--- config.mk ---
export PLATFORM = sky130hd
export DESIGN_NAME = vga_timing_gen
export DESIGN_NICKNAME = d
export VERILOG_FILES = /design/src/rtl/vga_timing_gen.sv
export SDC_FILE = /design/constraint.sdc
export NUM_CORES = 1
export LEC_CHECK = 0
export ABC_CLOCK_PERIOD_IN_PS = 2350
export CORE_ASPECT_RATIO = 0.9
export CORE_MARGIN = 3
export CORE_UTILIZATION = 45
export CTS_CLUSTER_DIAMETER = 60
export DETAILED_ROUTE_END_ITERATION = 8
export PLACE_DENSITY = 0.71
export SETUP_SLACK_MARGIN = 0.05
export SLEW_MARGIN = 25
export SYNTH_ARGS = -nofsm -noshare
export SYNTH_HDL_FRONTEND = slang
export SYNTH_SLANG_ARGS = --single-unit
--- constraint.sdc ---
create_clock -name clk -period 2.35 [get_ports clk]
set_input_delay 0.47 -clock clk [delete_from_list [all_inputs] [get_ports clk]]
set_output_delay 0.47 -clock clk [all_outputs]
set_load 0.1 [all_outputs]
--- src/rtl/vga_timing_gen.sv ---
// vga_timing_gen -- parametrised VGA raster timing generator.
//
// Issues pixel coordinate requests LAT cycles ahead of display. It delays
// hsync/vsync/de through a LAT-deep shift register so that they leave the
// output registers together with the colour captured for that pixel.
//
// Ports:
//   clk, rst              pixel clock; synchronous active-high reset
//   color                 {R,G,B} colour, sampled LAT cycles after its request
//   req_valid/req_x/req_y visible-pixel coordinate request (0 when idle)
//   vga_r/g/b             registered colour to the DAC
//   vga_hsync/vga_vsync   registered syncs, active level set by *_POL
//   vga_de                registered data enable, aligned with vga_r/g/b
//   frame_start           pulse when the counters are at (0,0)
//   line_start            pulse when h_cnt is 0, on every line
module vga_timing_gen #(
    parameter int unsigned WIDTH     = 640,
    parameter int unsigned HEIGHT    = 480,
    parameter int unsigned H_FPORCH  = 16,
    parameter int unsigned H_SYNC    = 96,
    parameter int unsigned H_BPORCH  = 48,
    parameter int unsigned V_FPORCH  = 10,
    parameter int unsigned V_SYNC    = 2,
    parameter int unsigned V_BPORCH  = 33,
    parameter logic        HSYNC_POL = 1'b0,
    parameter logic        VSYNC_POL = 1'b0,
    parameter int unsigned CH_BITS   = 4,
    parameter int unsigned LAT       = 2
) (
    input  logic                   clk,
    input  logic                   rst,
    input  logic [3*CH_BITS-1:0]   color,
    output logic                   req_valid,
    output logic [15:0]            req_x,
    output logic [15:0]            req_y,
    output logic [CH_BITS-1:0]     vga_r,
    output logic [CH_BITS-1:0]     vga_g,
    output logic [CH_BITS-1:0]     vga_b,
    output logic                   vga_hsync,
    output logic                   vga_vsync,
    output logic                   vga_de,
    output logic                   frame_start,
    output logic                   line_start
);

    localparam int unsigned H_TOTAL = WIDTH + H_FPORCH + H_SYNC + H_BPORCH;
    localparam int unsigned V_TOTAL = HEIGHT + V_FPORCH + V_SYNC + V_BPORCH;

    generate
        if (H_TOTAL > 65535 || V_TOTAL > 65535) begin : g_total_check
            $error("vga_timing_gen: H_TOTAL/V_TOTAL must not exceed 65535");
        end
        if (LAT < 1) begin : g_lat_check
            $error("vga_timing_gen: LAT must be at least 1");
        end
    endgenerate

    localparam logic [15:0] H_LAST   = 16'(H_TOTAL - 1);
    localparam logic [15:0] V_LAST   = 16'(V_TOTAL - 1);
    localparam logic [15:0] H_VIS    = 16'(WIDTH);
    localparam logic [15:0] V_VIS    = 16'(HEIGHT);
    localparam logic [15:0] HS_START = 16'(WIDTH + H_FPORCH);
    localparam logic [15:0] HS_END   = 16'(WIDTH + H_FPORCH + H_SYNC);
    localparam logic [15:0] VS_START = 16'(HEIGHT + V_FPORCH);
    localparam logic [15:0] VS_END   = 16'(HEIGHT + V_FPORCH + V_SYNC);

    // ------------------------------------------------------------------
    // Counter stage
    // ------------------------------------------------------------------
    logic [15:0] h_cnt_q, h_cnt_d;
    logic [15:0] v_cnt_q, v_cnt_d;

    always_comb begin
        h_cnt_d = h_cnt_q + 16'd1;
        v_cnt_d = v_cnt_q;
        if (h_cnt_q == H_LAST) begin
            h_cnt_d = '0;
            v_cnt_d = (v_cnt_q == V_LAST) ? '0 : v_cnt_q + 16'd1;
        end
    end

    always_ff @(posedge clk) begin
        if (rst) begin
            h_cnt_q <= '0;
            v_cnt_q <= '0;
        end else begin
            h_cnt_q <= h_cnt_d;
            v_cnt_q <= v_cnt_d;
        end
    end

    // ------------------------------------------------------------------
    // Request stage and raw timing (combinational from the counters)
    // ------------------------------------------------------------------
    logic hs_act, vs_act, de_raw;

    always_comb begin
        de_raw      = !rst && (h_cnt_q < H_VIS) && (v_cnt_q < V_VIS);
        hs_act      = (h_cnt_q >= HS_START) && (h_cnt_q < HS_END);
        vs_act      = (v_cnt_q >= VS_START) && (v_cnt_q < VS_END);
        req_valid   = de_raw;
        req_x       = de_raw ? h_cnt_q : '0;
        req_y       = de_raw ? v_cnt_q : '0;
        frame_start = !rst && (h_cnt_q == '0) && (v_cnt_q == '0);
        line_start  = !rst && (h_cnt_q == '0);
    end

    // ------------------------------------------------------------------
    // Alignment pipeline: stage LAT-1 lines up with the colour that the
    // source returns for the request made LAT cycles earlier.
    // ------------------------------------------------------------------
    logic [LAT-1:0] hs_pipe_q, vs_pipe_q, de_pipe_q;

    always_ff @(posedge clk) begin
        if (rst) begin
            hs_pipe_q <= '0;
            vs_pipe_q <= '0;
            de_pipe_q <= '0;
        end else begin
            hs_pipe_q[0] <= hs_act;
            vs_pipe_q[0] <= vs_act;
            de_pipe_q[0] <= de_raw;
            for (int unsigned i = 1; i < LAT; i++) begin
                hs_pipe_q[i] <= hs_pipe_q[i-1];
                vs_pipe_q[i] <= vs_pipe_q[i-1];
                de_pipe_q[i] <= de_pipe_q[i-1];
            end
        end
    end

    // ------------------------------------------------------------------
    // Output registers
    // ------------------------------------------------------------------
    logic [3*CH_BITS-1:0] rgb_q;
    logic                 de_q, hsync_q, vsync_q;

    always_ff @(posedge clk) begin
        if (rst) begin
            rgb_q   <= '0;
            de_q    <= 1'b0;
            hsync_q <= !HSYNC_POL;
            vsync_q <= !VSYNC_POL;
        end else begin
            de_q    <= de_pipe_q[LAT-1];
            rgb_q   <= de_pipe_q[LAT-1] ? color : '0;
            hsync_q <= hs_pipe_q[LAT-1] ? HSYNC_POL : !HSYNC_POL;
            vsync_q <= vs_pipe_q[LAT-1] ? VSYNC_POL : !VSYNC_POL;
        end
    end

    assign vga_r     = rgb_q[3*CH_BITS-1 -: CH_BITS];
    assign vga_g     = rgb_q[2*CH_BITS-1 -: CH_BITS];
    assign vga_b     = rgb_q[CH_BITS-1:0];
    assign vga_de    = de_q;
    assign vga_hsync = hsync_q;
    assign vga_vsync = vsync_q;

endmodule

---- Yosys cells after proc, flatten, opt, wreduce, memory -nomap -nowiden ----
Index checks and enable logic that the tools add are counted.
word-level totals
  output and inout bits ................... 50
  flip-flop bits (word level) ............. 53
  logic and storage cells ................. 36
  input bits .............................. 14
cells by class
  reductions and logical operators ........ 11
  $add $sub $neg .......................... 2
  magnitude comparators ................... 6
  muxes and demuxes ....................... 5
  equality and inequality tests ........... 2
  bitwise logic cells ..................... 1
operators by type and width
  kind                                                                                    number
  16-bit 2-to-1 mux                                                                       3
  16-bit by 1-bit adder with 16-bit output (second input constant)                        2
  16-bit by 10-bit equality test with 1-bit output (second input constant)                2
  16-bit logical NOT                                                                      2
  16-bit by 10-bit less-than comparator with 1-bit output (second input constant)         2
  16-bit by 9-bit less-than comparator with 1-bit output (second input constant)          2
  16-bit by 10-bit greater-or-equal comparator with 1-bit output (second input constant)  1
  16-bit by 9-bit greater-or-equal comparator with 1-bit output (second input constant)   1
  1-bit logical AND                                                                       6
  2-bit OR reduction                                                                      2
  1-bit 2-to-1 mux                                                                        2
  1-bit logical NOT                                                                       1
  1-bit NOT                                                                               1

---- Logic depth before layout (Yosys ltp) ----
  word-level depth ........................ 4
  depth in mapped cells ................... 9

---- Worst setup path before layout ----
OpenSTA, ideal clock, no wires.
  path kind ............................... register to output
  start point ............................. register h_cnt_q[15]
  end point ............................... output frame_start
  path slack .............................. -2846 ps
  path buffers ............................ 0
  cell stages (with the launch flop) ...... 5
  data arrival time ....................... 4726 ps
  path through ............................ dfxtp_1 nor4_4 nand2_1 nor4_1 and2_1
on the way
  longest elaborated chain between the ends .. 3
ends and longest elaborated chain
  what                      line  source
  start: declaration        70    logic [15:0] h_cnt_q, h_cnt_d;
  start signal: assignment  87    h_cnt_q <= h_cnt_d;
  16-bit logical NOT        n/a
  1-bit logical AND         n/a
  named net line_start      43    output logic line_start
  1-bit logical AND         104   frame_start = !rst && (h_cnt_q == '0) && (v_cnt_q == '0);
  end: declaration          42    output logic frame_start,
The timed path passes the listed nets, and every way through them passes these cells.

---- Worst setup path in the final report ----
  start point ............................. register h_cnt_q[12]
  end point ............................... output req_y[6]
on the way
  longest elaborated chain between the ends .. 4
ends and longest elaborated chain
  what                                                     line  source
  16-bit by 10-bit less-than comparator with 1-bit output  98    de_raw = !rst && (h_cnt_q < H_VIS) && (v_cnt_q < V_VIS);
  1-bit logical AND (2 in series)                          98
  16-bit 2-to-1 mux                                        103   req_y = de_raw ? v_cnt_q : '0;
  end: declaration                                         35    output logic [15:0] req_y,
Every way passes these cells.

==> results.txt <==
Via total after detailed routing: 2236
Last weighted congestion value of the routability-driven placer: 0.9089
Clk root buf: clkbuf_8
Power density over the cells: 490.3 mW/mm2
Register area share after synthesis: 42.23%
Adder-cell share of the synthesized area: 1.992%
Area enclosed by the die boundary: 0.006517 mm2
Inserted Diodes: 0
Largest net degree at the start of global routing: 26
Status: finished with violations
Fraction of layout cells with a size suffix above 1: 30.98%
Height of the die: 76.89 um
Global Route Usage Sum: 17.04%
Period minus WS final: 2.616 ns
Critical path class: reg2out
Number of DRC violations after detailed routing: 0
FF-to-FF Start: h_cnt_q[12]
Req. time, crit path: 1.88 ns
Total of flip-flops plus latches after synthesis: 53
Final period util: 111.3%
Synth Area in Compound Gates: 6.375%
Worst-path maximum fanout: 5
Final clock skew: 0.007121 ns
Placement Rows: 25
Leakage dissipation: 1.402 nW
Setup-violating endpoint count in the final report: 21
Peak supply drop: 0.4662 mV
Capturing element type of the critical path: primary output
WP data arrival: 2.15 ns
Final design utilization: 67.88%
CTS tree: yes
Area of the placeable core: 0.005318 mm2
Gate Count Post-Synth: 299
TritonRoute pass-1 iters: 4
Total count of max-transition violations in the final report: 0
Hold_buf cts: 0
Width of the chip: 84.76 um
Xor and xnor area share after synthesis: 5.578%
RSZ-0062 raised after global routing: true
Final layout net count: 385
Headroom to the max-slew limit: 60.74%
Via/cell ratio: 5.140
Worst slew pin tran: 0.5877 ns
Largest family of logic cells by synthesized area: simple AND/OR/NAND/NOR gates
Type of origin of the critical path: flop
Clock buffer depth: 2
Final setup margin: -0.2662 ns
Count of boundary I/O pins: 64
Clock transition at path regs: 0.10 ns
Hold Startpoint: hs_pipe_q[1]
Htree depth: 2
Simple-gate share of the synthesized area: 36.60%
FMAX: 382.2 MHz
Total wirelength of the detailed-routed design: 5645 um
Global-route wire length before repair: 9280 um
Clock latency reported for the late side of the worst-skew pair: 0.30 ns
Area share of the largest cell type after synthesis: 42.23%
Setup TNS: -4.850 ns
Post-detailed-route count of antenna-violating nets: 0
Top cell type by total area after synthesis: dfxtp_1
Final Hold Vio Count: 0
Starting density of the core: 47.25%
Post-synthesis average cell area: 8.403 um2
Global route overflow: 0
Synth-to-layout area growth: 43.68%
Number of global-route vias before repair: 1957
Number of fill cells: 431
Ranking of synthesized cells by area: dfxtp_1 (42%), and2_1 (8.2%), nor2_1 (5.2%)
Failing checks: negative setup slack
Count of distinct cell types in the synthesized netlist: 39
Placed wire-length estimate after detailed placement: 3911 um
Clock buffer count from CTS: 5
Initial DRC count: 87
Clock sinks: 53
Number of violations of the max-capacitance limit: 0
Fraction of synthesized area in multiplexers: 0%
Warning count from the yosys run: 0
Hold Path Class: reg2reg
Initial antenna violation count: 0
Critical path startpoint: h_cnt_q[12]
Post-Synthesis Cell Area: 0.002512 mm2
Port Buffers: 50
WL/cell: 12.98 um
==> cell type report <==
| cell class | count | area, um2 | area share [%] |
|---|---|---|---|
| Clock buffer | 5 | 68.82 | 1.906 |
| Timing Repair Buffer | 76 | 889.6 | 24.64 |
| Tap cell | 67 | 83.83 | 2.322 |
| Sequential cell | 53 | 1066 | 29.53 |
| Inverter | 6 | 22.52 | 0.6239 |
| Multi-Input combinational cell | 225 | 1454 | 40.28 |
| Clock inverter | 3 | 25.02 | 0.6932 |
==> path summary, 6_finish.rpt <==
kind	slack (ns)	endpoint	cells past startpoint
worst max-delay path	-0.27	req_y[6]	7
worst max register to register	0.09	v_cnt_q[8]	9
worst min register to register	0.38	vga_hsync	1
worst min-delay path	0.38	vga_hsync	1
==> critical path, cell delays in order, from the launching register on <==
cell	delay [ns]
dfxtp_2	0.36
nor4_4	0.29
nand4b_1	0.20
nor4b_4	0.27
and2b_4	0.25
buf_4	0.16
and2_4	0.15
buf_12	0.16
==> power by group <==
group	switching, mW	leakage [nW]	internal, mW	total (mW)
registers	0.00856	0.431	0.910	0.918
logic	0.235	0.926	0.0894	0.325
clock network	0.311	0.0447	0.216	0.527
total	0.555	1.40	1.22	1.77
==> layer usage <==
| metal | track usage, % | wire length, um |
|---|---|---|
| met4 | 3.797 | 48 |
| met2 | 26.37 | 2578 |
| met3 | 3.330 | 347 |
| met1 | 24.52 | 2670 |
| met5 | 0 | 0 |
==> cells in the final DEF, fill, tap and decap left out, types with 8 or more instances in the layout <==
master           netlist  final
nand2_1               21     20
buf_12                 0     22
buf_4                 13     38
clkdlybuf4s50_1        0     13
o21ai_0               12     12
a21oi_1               16     13
nand3_1                9      9
nor2_1                35     35
and2_1                33     13
xor2_1                 8      8
conb_1                 1     13
dfxtp_1               53     49
and2_4                 0     15
xnor2_1                8      8
==> sequential cells by signal (all words and copies together), names as in the netlist <==
name	count
h_cnt_q	16
v_cnt_q	16
vs_pipe_q	2
rgb_q	12
de_pipe_q	2
hs_pipe_q	2
vga_de	1
vga_vsync	1
vga_hsync	1
==> cells in the mapped netlist, drive strengths merged <==
cell type and number:
dfxtp 53, nor2 35, and2 33, nand2 21
buf 17, a21oi 16, o21ai 12, clkbuf 10
nand3 9, nor3 8, xnor2 8, xor2 8
nand4 7, nor4 7, inv 6, nand3b 6
nor2b 6, or4 5, ha 4, or3 4
nand2b 3, nand4b 3, or2 3, a31oi 2
and4 2, nor3b 2, nor4b 2, and2b 1
and3 1, and4b 1, and4bb 1, conb 1
o211ai 1, or3b 1
==> stage by stage <==
step	cell area [um2]	cells	worst slack [ns]	hold WS [ns]	total power, mW
after floorplan	2661	311	-0.4752	0.3559	1.195
after global placement	3387	421	-0.1853	0.3589	1.253
after detailed placement	3387	421	-0.2056	0.3641	1.254
after CTS	3548	433	-0.2943	0.3882	1.782
after global routing	3610	435	-0.3651	0.4044	1.839
final	3610	435	-0.2662	0.3842	1.770
==> logic make-up after synthesis <==
family,Yosys count
adder cells (fa/ha/maj),4
AND/OR/NAND/NOR,161
other,1
XOR/XNOR,16
AO/OA/AOI/OAI,31
buffers and inverters,33
flip-flops,53
==> what timing repair did <==
action	4_1_cts	5_1_grt
gates cloned	1	1
endpoints found under the hold margin	0	0
pin swaps	5	3
buffers inserted	3	1
resized for setup	11	14
endpoints found under the setup margin	21	23
(Power assumes the default switching activity.)
